<file path="config.mk">
export PLATFORM = sky130hd
export DESIGN_NAME = muldiv_unit
export DESIGN_NICKNAME = d
export VERILOG_FILES = /design/src/rtl/muldiv_unit_pkg.sv /design/src/rtl/muldiv_unit_step.sv /design/src/rtl/muldiv_unit.sv
export SDC_FILE = /design/constraint.sdc
export NUM_CORES = 1
export LEC_CHECK = 0
export BUFFER_PORTS_ARGS = -buffer_cell sky130_fd_sc_hd__buf_2
export CAP_MARGIN = 30
export CORE_ASPECT_RATIO = 0.6
export CORE_MARGIN = 1
export CORE_UTILIZATION = 55
export DETAILED_ROUTE_END_ITERATION = 8
export PLACE_DENSITY = 0.75
export SYNTH_ARGS = -nofsm -noshare
export SYNTH_HDL_FRONTEND = slang
export SYNTH_SLANG_ARGS = --single-unit
</file>
<file path="constraint.sdc">
create_clock -name clk -period 4.2 [get_ports clk]
set_clock_uncertainty 0.15 [all_clocks]
set_input_delay 1.26 -clock clk [delete_from_list [all_inputs] [get_ports clk]]
set_output_delay 1.26 -clock clk [all_outputs]
set_load 0.05 [all_outputs]
</file>
<file path="src/rtl/muldiv_unit_pkg.sv">
// Shared widths, op codes and FSM states for the MIPS32 multiply/divide unit.
package muldiv_unit_pkg;

  localparam int unsigned WORD_WIDTH = 32;
  localparam int unsigned CNT_WIDTH  = 5;
  localparam int unsigned MD_OP_W    = 3;

  localparam logic [MD_OP_W-1:0] MD_OP_MULT  = 3'd0;
  localparam logic [MD_OP_W-1:0] MD_OP_MULTU = 3'd1;
  localparam logic [MD_OP_W-1:0] MD_OP_DIV   = 3'd2;
  localparam logic [MD_OP_W-1:0] MD_OP_DIVU  = 3'd3;
  localparam logic [MD_OP_W-1:0] MD_OP_MTHI  = 3'd4;
  localparam logic [MD_OP_W-1:0] MD_OP_MTLO  = 3'd5;

  typedef enum logic [1:0] {
    MD_IDLE,
    MD_RUN,
    MD_FIX
  } md_state_e;

endpackage

</file>
<file path="src/rtl/muldiv_unit_step.sv">
// Single radix-2 iteration: shift-add multiply or restoring shift-subtract divide.
module md_step #(
  parameter int unsigned W = 32
) (
  input  logic         mode,
  input  logic [W-1:0] acc,
  input  logic [W-1:0] shreg,
  input  logic [W-1:0] b,
  output logic [W-1:0] acc_nxt,
  output logic [W-1:0] shreg_nxt
);

  logic [W:0] sum;
  logic [W:0] rem_sh;
  logic [W:0] diff;

  always_comb begin
    sum       = {1'b0, acc} + (shreg[0] ? {1'b0, b} : '0);
    rem_sh    = {acc, shreg[W-1]};
    diff      = rem_sh - {1'b0, b};
    acc_nxt   = '0;
    shreg_nxt = '0;
    if (mode) begin
      // diff[W] is the borrow: no borrow means the divisor fit, quotient bit 1
      acc_nxt   = diff[W] ? rem_sh[W-1:0] : diff[W-1:0];
      shreg_nxt = {shreg[W-2:0], ~diff[W]};
    end else begin
      acc_nxt   = sum[W:1];
      shreg_nxt = {sum[0], shreg[W-1:1]};
    end
  end

endmodule

</file>
<file path="src/rtl/muldiv_unit.sv">
// Iterative MIPS32 multiply/divide unit with architectural HI/LO registers.
module muldiv_unit
  import muldiv_unit_pkg::*;
#(
  parameter int unsigned W     = WORD_WIDTH,
  parameter int unsigned CNT_W = CNT_WIDTH
) (
  input  logic               clk,
  input  logic               rst,
  input  logic               start,
  input  logic [MD_OP_W-1:0] op,
  input  logic               flush,
  input  logic [W-1:0]       rs_data,
  input  logic [W-1:0]       rt_data,
  output logic               busy,
  output logic               done,
  output logic [W-1:0]       hi,
  output logic [W-1:0]       lo
);

  md_state_e      state, state_nxt;
  logic [CNT_W-1:0] cnt;
  logic [W-1:0]   acc, shreg, b;
  logic [W-1:0]   acc_nxt, shreg_nxt;
  logic           is_div, neg_q, neg_r;

  logic           op_signed, op_div, op_arith, div_zero, sa, sb;
  logic [W-1:0]   a_abs, b_abs;
  logic [2*W-1:0] prod;

  md_step #(.W(W)) u_step (
    .mode      (is_div),
    .acc       (acc),
    .shreg     (shreg),
    .b         (b),
    .acc_nxt   (acc_nxt),
    .shreg_nxt (shreg_nxt)
  );

  always_comb begin
    op_signed = (op == MD_OP_MULT) || (op == MD_OP_DIV);
    op_div    = (op == MD_OP_DIV)  || (op == MD_OP_DIVU);
    op_arith  = op_div || (op == MD_OP_MULT) || (op == MD_OP_MULTU);
    div_zero  = op_div && (rt_data == '0);
    sa        = op_signed && rs_data[W-1];
    sb        = op_signed && rt_data[W-1];
    a_abs     = sa ? -rs_data : rs_data;
    b_abs     = sb ? -rt_data : rt_data;
    prod      = neg_q ? -{acc, shreg} : {acc, shreg};
  end

  always_comb begin
    state_nxt = state;
    case (state)
      MD_IDLE: if (start && !flush && op_arith) state_nxt = MD_RUN;
      MD_RUN: begin
        if (flush)           state_nxt = MD_IDLE;
        else if (cnt == '0)  state_nxt = MD_FIX;
      end
      MD_FIX:  state_nxt = MD_IDLE;
      default: state_nxt = MD_IDLE;
    endcase
  end

  assign busy = (state != MD_IDLE);
  assign done = (state == MD_FIX) && !flush;

  always_ff @(posedge clk or negedge rst) begin
    if (!rst) state <= MD_IDLE;
    else      state <= state_nxt;
  end

  always_ff @(posedge clk or negedge rst) begin
    if (!rst) begin
      cnt    <= '0;
      acc    <= '0;
      shreg  <= '0;
      b      <= '0;
      is_div <= 1'b0;
      neg_q  <= 1'b0;
      neg_r  <= 1'b0;
      hi     <= '0;
      lo     <= '0;
    end else begin
      case (state)
        MD_IDLE: begin
          if (start && !flush) begin
            if (op == MD_OP_MTHI) hi <= rs_data;
            if (op == MD_OP_MTLO) lo <= rs_data;
            if (op_arith) begin
              // Divide-by-zero runs the raw dividend through the same loop:
              // with b=0 every step succeeds, leaving lo=all-ones and hi=dividend.
              acc    <= '0;
              shreg  <= div_zero ? rs_data : a_abs;
              b      <= b_abs;
              is_div <= op_div;
              neg_q  <= !div_zero && (sa ^ sb);
              neg_r  <= !div_zero && op_div && sa;
              cnt    <= CNT_W'(W - 1);
            end
          end
        end
        MD_RUN: begin
          acc   <= acc_nxt;
          shreg <= shreg_nxt;
          if (cnt != '0) cnt <= cnt - 1'b1;
        end
        MD_FIX: begin
          if (!flush) begin
            if (is_div) begin
              lo <= neg_q ? -shreg : shreg;
              hi <= neg_r ? -acc : acc;
            end else begin
              hi <= prod[2*W-1:W];
              lo <= prod[W-1:0];
            end
          end
        end
        default: ;
      endcase
    end
  end

endmodule

</file>
Word level (Yosys, flattened, before mapping)
Cells that the tools add are included.

Register bits after elaboration: 170. Input port bits: 71. Output and inout bits: 66. Word-level logic and storage cells: 98.

Add/subtract/negate cells: 8. Equal/unequal tests: 15. Muxes and demuxes: 34. Bitwise operators: 2. Reductions and logical operators: 29.

Operators with widths (count): two-way mux 32 bit (21); one-hot mux 32 bit (2 select lines) (4); negation 32 bit (4); two-way mux 64 bit (1); negation 64 bit (1); adder 32 x 33 -> 33 bit (1); subtractor 33 x 32 -> 33 bit (1); zero test 32 bit (1); two-way mux 5 bit (3); != test 2 bit (second input constant) (7); AND reduction 4 bit (3); one-hot mux 5 bit (2 select lines) (1); logical AND 1 bit (9); == test 3 x 2 -> 1 bit (second input constant) (2); == test 3 bit (second input constant) (2); two-way mux 2 bit (3); AND reduction 3 bit (2); nonzero test 2 bit (3); zero test 5 bit (1); nonzero test 5 bit (1); subtractor 5 x 1 -> 5 bit (second input constant) (1); logical OR 1 bit (4); one-hot mux 2 bit (2 select lines) (1); == test 3 x 1 -> 1 bit (second input constant) (1); 9 further kinds (10).

Longest topological paths before layout
Gate-level depths: netlist of run 1.

Word-level depth: 8. Gate-level depth with buffers: 15. Gate-level depth less buffers: 13.

By module
A second synthesis of run 1 with hierarchy kept.

Cells, all modules: 1869. Area, all modules: 15048.2 um^2.

By module, submodules not included: muldiv_unit (instances 1, cells each 1181, area an instance 10227.3 um^2); md_step (instances 1, cells each 688, area an instance 4820.9 um^2).

Worst setup path after synthesis of run 1
OpenSTA, ideal clock, no wires.

Kind: in2out. Start point: input port flush. End point: output port done. Data arrival time: 2.117 ns. Required time: 2.790 ns. Path slack: 0.673 ns. Stages: 1. Buffers on the path: 0. Cells stage by stage: nor2_1.

Word-level cells in the longest chain between the ends: 2.

RTL lines: from (decl) (RTL line muldiv_unit.sv:12) `input logic flush,`; zero test 1 bit; logical AND 1 bit (RTL line muldiv_unit.sv:66) `assign done = (state == MD_FIX) && !flush;`; to (decl) (RTL line muldiv_unit.sv:16) `output logic done,`.

Every way passes these cells.

Worst setup path in the final report of run 1
Start point: register shreg[0]. End point: register acc[28].

Word-level cells in the longest chain between the ends: 4.

RTL lines: from (decl) (RTL line muldiv_unit.sv:23) `logic [W-1:0] acc, shreg, b;`; from (signal assigned) (RTL line muldiv_unit.sv:94) `shreg <= div_zero ? rs_data : a_abs;`; from (signal assigned) (RTL line muldiv_unit.sv:105) `shreg <= shreg_nxt;`; two-way mux 32 bit (RTL line muldiv_unit_step.sv:18) `sum = {1'b0, acc} + (shreg[0] ? {1'b0, b} : '0);`; adder 32 x 33 -> 33 bit (RTL line muldiv_unit_step.sv:18); two-way mux 32 bit (RTL line muldiv_unit_step.sv:23) `if (mode) begin`; one-hot mux 32 bit (2 select lines) (RTL line muldiv_unit.sv:85) `case (state)`; to (signal assigned) (RTL line muldiv_unit.sv:104) `acc <= acc_nxt;`; to (decl) (RTL line muldiv_unit.sv:23).

Every way passes these cells. A chain may end at the register's enable or synchronous reset.

==> results of run 1 <==
-- report_power, final --
group / switching [mW] / leakage [nW] / internal (mW)
Sequential: 1.14 / 2.09 / 2.41
Combinational: 6.45 / 4.72 / 3.66
Clock: 0.819 / 0.295 / 0.854
-- worst max-delay path, stage by stage (launching register included) --
cell,delay [ns]
dfrtp_1,0.42
inv_1,0.46
nor2_1,0.11
ha_1,0.38
o21ai_0,0.32
nor2_1,0.13
o311ai_1,0.30
nand3_1,0.17
buf_4,0.18
nand2_1,0.09
a31oi_1,0.18
o311ai_0,0.74
o211ai_1,0.20
-- layout make-up --
type,instances,area (sq um),area share
multi-input combinational,1434,9338,0.5845
tap,329,411.6,0.02577
clock buffer,17,425.4,0.02663
sequential,170,4255,0.2663
clock inverter,15,170.2,0.01065
timing repair buffer,191,1170,0.07322
inverter,55,206.4,0.01292
-- sequential cells by signal (all words and copies together) (netlist names), 2 cells and up --
register  count
b            32
cnt           5
acc          32
lo           32
state         2
hi           32
shreg        32
-- layout by cell type, fill, tap and decap left out, types with 17 or more instances in the layout --
| cell | count |
|---|---|
| xor2_1 | 77 |
| mux2i_1 | 57 |
| a21oi_1 | 124 |
| nor2b_1 | 19 |
| clkbuf_16 | 17 |
| buf_4 | 50 |
| o21ai_1 | 33 |
| nand2_1 | 224 |
| inv_1 | 55 |
| o31ai_1 | 46 |
| o221ai_1 | 37 |
| dfrtp_1 | 169 |
| buf_2 | 135 |
| xnor2_1 | 92 |
| o21ai_0 | 130 |
| nand3_1 | 23 |
| a211oi_1 | 19 |
| ha_1 | 70 |
| a21o_1 | 36 |
| or3_1 | 17 |
| a22oi_1 | 18 |
| nor3_1 | 31 |
| nor2_1 | 152 |
-- final timing paths --
| path | slack, ns | depth (start not counted) | end | start |
|---|---|---|---|---|
| min in group asynchronous | 0.62 | 1 | acc[10]$_DFFE_PN0P_ | rst |
| setup / recovery | 0.19 | 12 | acc[28]$_DFFE_PN0P_ | shreg[0]$_DFFE_PN0P_ |
| hold / removal | 0.33 | 2 | b[25]$_DFFE_PN0P_ | b[25]$_DFFE_PN0P_ |
| hold reg to reg | 0.33 | 2 | b[25]$_DFFE_PN0P_ | b[25]$_DFFE_PN0P_ |
| setup reg to reg | 0.19 | 12 | acc[28]$_DFFE_PN0P_ | shreg[0]$_DFFE_PN0P_ |
| max in group asynchronous | 2.16 | 2 | b[9]$_DFFE_PN0P_ | rst |
-- metrics by stage --
| step | setup slack, ns | area (sq um) |
|---|---|---|
| after floorplan | 0.6728 | 14190 |
| after global placement | 0.04168 | 15350 |
| after detailed placement | 0.2759 | 15380 |
| after CTS | 0.4839 | 15980 |
| after global routing | 0.09193 | 15980 |
| final | 0.1927 | 15980 |
-- cells in the mapped netlist (all sizes together) (4+ instances only) --
| master | number | area (sq um) |
|---|---|---|
| nand4 | 16 | 106.4 |
| a221o | 6 | 60.06 |
| or2 | 14 | 87.58 |
| o21bai | 7 | 52.55 |
| o31ai | 49 | 382.9 |
| nand4b | 4 | 35.03 |
| o31a | 5 | 43.79 |
| ha | 70 | 875.8 |
| nand2b | 14 | 87.58 |
| or4 | 11 | 90.08 |
| a31o | 4 | 35.04 |
| nor4 | 17 | 125.1 |
| a21oi | 124 | 620.6 |
| a41oi | 4 | 35.03 |
| xor2 | 77 | 674.4 |
| a21o | 36 | 270.3 |
| o221ai | 37 | 324.1 |
| and3 | 12 | 75.07 |
| inv | 55 | 206.5 |
| o41ai | 10 | 102.6 |
| a22oi | 18 | 135.1 |
| mux2i | 57 | 570.6 |
| clkbuf | 93 | 349.1 |
| o21a | 14 | 105.1 |
| a31oi | 12 | 75.07 |
| nor2b | 20 | 125.1 |
| nor2 | 153 | 574.3 |
| nor3 | 35 | 201.5 |
| dfrtp | 170 | 4254 |
| a211oi | 20 | 155.1 |
| nand3 | 23 | 115.1 |
| or3 | 19 | 123.9 |
| o21ai | 166 | 834.6 |
| and2 | 10 | 62.56 |
| nand2 | 224 | 840.8 |
| xnor2 | 93 | 814.5 |
| buf | 15 | 73.82 |
| o211ai | 14 | 105.1 |
-- per-layer routing --
| metal | GRT usage | part of all wire | vias up |
|---|---|---|---|
| li1 | - | - | 6588 |
| met1 | 0.6187 | 0.46 | 7014 |
| met2 | 0.4676 | 0.36 | 995 |
| met3 | 0.1914 | 0.17 | 76 |
| met4 | 0.08218 | 0.013 | 0 |
| met5 | 0 | 0 | - |
-- kinds of logic (layout without fill, tap and decap cells) --
| family | after synthesis | count (layout) |
|---|---|---|
| compound gates | 552 | 552 |
| xor+xnor | 170 | 170 |
| fa+ha+maj | 72 | 72 |
| buf+inv | 163 | 278 |
| flops | 170 | 170 |
| mux | 59 | 59 |
| simple gates | 581 | 581 |
==> impl_results.md, run 1 <==
- Mapped cell area: 14190 sq um
- I/O pins: 137
- Post-CTS Resized: 0
- Min-delay worst type: reg -> reg
- Fillers: 2234
- Antenna cell count: 0
- Post-Synthesis Cells: 1767
- Final Critical Period: 4.007 ns
- Vias per cell: 6.636
- Mux contribution to synthesized area: 0.04180
- Overflow after GRT: 0
- Share of layout cells above drive strength 1: 0.1408
- Wirelength per Cell: 23.54 um
- Post-synthesis adder-cell area fraction: 0.06456
- Num CTS Buffers: 17
- Syn Area/Cell: 8.029 sq um
- Synth warnings: 0
- Starting Density: 0.5612
- CP Class: reg -> reg
- DR iter-0 viols: 2380
- Max Cap Violations: 0
- Post-CTS Setup Repair Bufs: 0
- WP data required: 4.35 ns
- Drc violations: 0
- Placed cell count: 2179
- Worst vdd ir: 0.0005521 V
- Outcome: finished clean
- H-tree depth: 4
- GRT Total Usage: 0.3961
- Drt total wl: 52.05 mm
- Max Fanout on Critical Path: 13
- Fmax: 249.5 MHz
- DRT Pass-1 Iters: 6
- Post-Route Setup TNS: 0 ns
- Detail Placement HPWL: 40.41 mm
- Global-route wire length before repair: 79.25 mm
- XOR/XNOR share of the synthesized area: 0.1049
- Asr flop ratio synth: 1.000
- Post-synthesis sequential area ratio: 0.2999
- Endpoints failing setup: 0
- Clk sink count: 170
- Predominant post-synthesis flop cell: dfrtp_1
- Largest family of logic cells by synthesized area: compound AO/OA/AOI/OAI gates
- Final Core Density: 0.6320
- Total number of vias: 14670
- CTS Hold Buffers Added: 0
- Post-Synth Simple-Gate Area: 0.1928
- Synth-to-Final Area Change: 12.61%
- Worst slew pin tran: 1.002 ns
- Worst slew margin: 0.3261
- Longest Clk Path Bufs: 2
- IO Port Bufs: 136
- Compound-Gate Fraction of Synth Area: 0.2517
- Root Buffer: clkbuf_16
- Die height: 126.4 um
- TritonCTS clock tree: done
- Slew Viols, Final: 0
- Vias in the first global route: 12970
- Die ar.: 26460 sq um
- Critical Path AT: 4.16 ns
- Gpl congestion: 1.008
- Core box area: 25280 sq um
- Routed Antenna Nets: 0
- Library cells used by synthesis: 78
- Syn nets: 1910
- Largest net degree at the start of global routing: 84
- Power Total: 15.34 mW
- Hold slack final: 0.3304 ns
- Fin crit share: 0.9541
- Clock slew at reported path FFs: 0.07 ns
- CP Capture Type: flop
- Nets@finish: 2012
- Hold Vio Cnt, Final: 0
- Row cnt: 45
- Setup crit start kind: flop
- Post-synth EDFFs: 0
- PD cells: 960.4 nW/um^2
- RSZ-0062 raised after global routing: no
- Antenna violations before repair: 0
- Fin cells: 2211
- Worst skew pair latency: 0.46 ns
- Leak Pwr: 7.106 nW
- Die width: 209.3 um
- #FFs+latches synth: 170
(Power assumes the default switching activity.)
==> run 2: changes to the inputs <==
SYNTH_HIERARCHICAL = 1   (was unset)
==> run 2 against run 1 <==
Against the previous run: fmax increased by 5.2%; power decreased by 24%; register-to-register slack better by 0.20 ns; area after synthesis rose by 6.1%; non-clock buffer count fell by 3; cell count increased by 6.2%; sequential share of layout area fell by 1.3 points; critical endpoint is now acc[16]$_DFFE_PN0P_; highest routed layer is now met5.
==> impl_results.md, run 2 <==
- Final Critical Period: 3.810 ns (-0.1971 ns)
- Wirelength per Cell: 24.83 um (+5.5%)
- Post-synth top area share: 0.2827 (-0.01715)
- Commonest non-fill, non-tap cell in the layout: nand2_1
- Setup crit start kind: flop
- #FFs+latches synth: 170 (unchanged)
- Overflow after GRT: 0 (unchanged)
- H-tree depth: 4 (unchanged)
- Num CTS Buffers: 17 (unchanged)
- Nets@finish: 2118 (+5.3%)
- Post-CTS Resized: 0 (unchanged)
- Share of layout cells above drive strength 1: 0.1554 (+0.01462)
- Max Cap Violations: 0 (unchanged)
- Synth warnings: 6 (+6)
- Clk sink count: 170 (unchanged)
- Hold Vio Cnt, Final: 0 (unchanged)
- CP Cell Sequence: inv_1 > ha_1 > nor2b_1 > o31ai_1 > a21o_1 > o211ai_4 > a311o_1 > o211ai_4 > buf_12 > mux2_1 > nand2_1 > o21ai_2 > a22o_1
- DR iter-0 viols: 2322 (-2.4%)
- Endpoints failing setup: 0 (unchanged)
- Synth top area cells: dfrtp_1 (28%), ha_1 (5.8%), nand2_1 (5.1%)
- DRT Pass-1 Iters: 8 (+2)
- Hold slack final: 0.3256 ns (-0.004736 ns)
- I/O pins: 137 (unchanged)
- Top cell by count, worst path: o211ai_4
- Core box area: 26650 sq um (+5.4%)
- Most frequent cell after synthesis: nand2_1
- Reg-to-reg startpoint: b[2]$_DFFE_PN0P_
- Fmax: 262.5 MHz (+5.2%)
- Global-route wire length before repair: 86.44 mm (+9.1%)
- Post-synth EDFFs: 0 (unchanged)
- Slew Viols, Final: 0 (unchanged)
- Synth-to-Final Area Change: 11.76%
- Vias in the first global route: 13730 (+5.8%)
- Final instance area: 16820 sq um (+5.3%)
- Die height: 130.1 um (+2.9%)
- R2R setup slack: 0.39 ns (+0.20 ns)
- Min-delay worst type: reg -> reg
- Die ar.: 28050 sq um (+6.0%)
- Worst vdd ir: 0.0003441 V (-38%)
- CTS Hold Buffers Added: 0 (unchanged)
- Antenna violations before repair: 3 (+3)
- R2R depth: 13 (+1)
- Leak Pwr: 7.538 nW (+6.1%)
- R2r endpoint: acc[16]$_DFFE_PN0P_
- Detail Placement HPWL: 44.91 mm (+11%)
- Synth area leader: dfrtp_1
- Syn Area/Cell: 8.051 sq um (+0.28%)
- CP Class: reg -> reg
- RSZ-0062 raised after global routing: no
- Post-synthesis sequential area ratio: 0.2827 (-0.01715)
- CP Capture Type: flop
- WP buf/inv: 2 (unchanged)
- Final Core Density: 0.6311 (-0.0008800)
- Predominant post-synthesis flop cell: dfrtp_1
- Leading cell types by count after synthesis: nand2_1 (205), dfrtp_1 (170), o21ai_0 (153), nor2_1 (145), a21oi_1 (139)
- Library cells used by synthesis: 88 (+13%)
- Crit path largest cell delay: 0.52 ns (-0.22 ns)
- Root Buffer: clkbuf_16
- Worst slew margin: 0.3017 (-0.02438)
- Mapped cell area: 15050 sq um (+6.1%)
- Worst Hold Depth: 1 (-1)
- Cell area after placement: 16210 sq um (+5.4%)
- Row cnt: 46 (+2.2%)
- Total number of vias: 15770 (+7.4%)
- Outcome: finished clean
- Max Fanout on Critical Path: 58 (+45)
- Hold endpoint: lo[0]$_DFFE_PN0P_
- Post-CTS Setup Repair Bufs: 0 (unchanged)
- Asr flop ratio synth: 1.000 (unchanged)
- Post-Route Setup TNS: 0 ns (unchanged)
- Gpl congestion: 1.010 (+0.20%)
- Die width: 215.5 um (+3.0%)
- WP data required: 4.41 ns (+0.06 ns)
- Syn nets: 2012 (+5.3%)
- Drc violations: 0 (unchanged)
- Hold path start: lo[0]$_DFFE_PN0P_
- Critical Path AT: 4.02 ns (-0.14 ns)
- Clock slew at reported path FFs: 0.08 ns (about the same)
- PD cells: 691.3 nW/um^2 (-28%)
- Vias per cell: 6.714 (+1.2%)
- Fin crit share: 0.9072 (-0.04693)
- Longest Clk Path Bufs: 2 (unchanged)
- Antenna cell count: 0 (unchanged)
- Slowest-stage cell, CP: dfrtp_1
- Routed Antenna Nets: 0 (unchanged)
- Worst slew pin tran: 1.038 ns (+0.03624 ns)
- Starting Density: 0.5647 (+0.003503)
- GRT Total Usage: 0.4124 (+0.01626)
- Post-Synthesis Cells: 1869 (+5.8%)
- Most frequent cells in the layout: nand2_1 (204), dfrtp_1 (169), o21ai_0 (153)
- Worst skew pair latency: 0.47 ns (about the same)
- Largest net degree at the start of global routing: 75 (-11%)
- CP delay by family, top: compound AO/OA/AOI/OAI gates
- IO Port Bufs: 136 (unchanged)
- Drt total wl: 58.29 mm (+12%)
- TritonCTS clock tree: done
==> run 2: changes by cell type after synthesis, sizes merged, moves of 23 or more <==
cell,before,now
a22o,0,37
mux2i,57,20
and2,10,45
mux2,2,36
a21oi,124,149
o221ai,37,14
==> run 2: per-stage QoR <==
step | total power [mW] | instances | setup WS [ns]
floorplan | 7.587 | 1869 | 0.6628
global placement | 9.512 | 2316 | 0.4977
detailed placement | 9.610 | 2316 | 0.4739
CTS | 11.31 | 2348 | 0.4876
global route | 12.19 | 2348 | 0.2186
finish | 11.63 | 2348 | 0.3898
==> run 2: cells by family (layout without fill, tap and decap cells) <==
group | after synthesis | after routing | synth area share
AO/OA/AOI/OAI | 617 | 617 | 0.2743
multiplexers | 56 | 56 | 0.04024
AND/OR/NAND/NOR | 637 | 637 | 0.2084
flip-flops | 170 | 170 | 0.2827
XOR/XNOR | 149 | 149 | 0.08672
adder cells (fa/ha/maj) | 72 | 72 | 0.06086
buffers and inverters | 168 | 287 | 0.04673
==> run 2: worst max path at each step <==
stage	from	slack (ns)	end	depth (start not counted)
after floorplan	shreg[0]$_DFFE_PN0P_	0.66	acc[31]$_DFFE_PN0P_	14
after global placement	rt_data[13]	0.50	shreg[21]$_DFFE_PN0P_	8
after detailed placement	rt_data[6]	0.47	shreg[19]$_DFFE_PN0P_	8
after CTS	shreg[31]$_DFFE_PN0P_	0.49	acc[16]$_DFFE_PN0P_	14
after global routing	b[0]$_DFFE_PN0P_	0.22	acc[31]$_DFFE_PN0P_	13
final	b[2]$_DFFE_PN0P_	0.39	acc[16]$_DFFE_PN0P_	13
==> run 2: layout make-up <==
type	count	area, sq um
inverters	67	251.5
clock buffers	17	425.4
fillers	2393	9831
repair buffers	188	1127
well taps	360	450.4
multi-input cells	1531	10130
flip-flops and latches	170	4255
clock inverters	15	177.7
==> run 2: layer usage <==
metal,vias up,part of all wire,global-route usage
met3,61,0.18,0.2112
met4,2,0.0095,0.05882
met5,-,0.0014,0.02167
met2,1088,0.35,0.4837
li1,7094,-,-
met1,7520,0.46,0.6419
==> run 2: report_power, final <==
part           total, mW  internal (mW)  switching [mW]
logic               7.11           2.59            4.52
clock network       1.69          0.853           0.835
registers           2.83           2.04           0.785
total               11.6           5.48            6.14
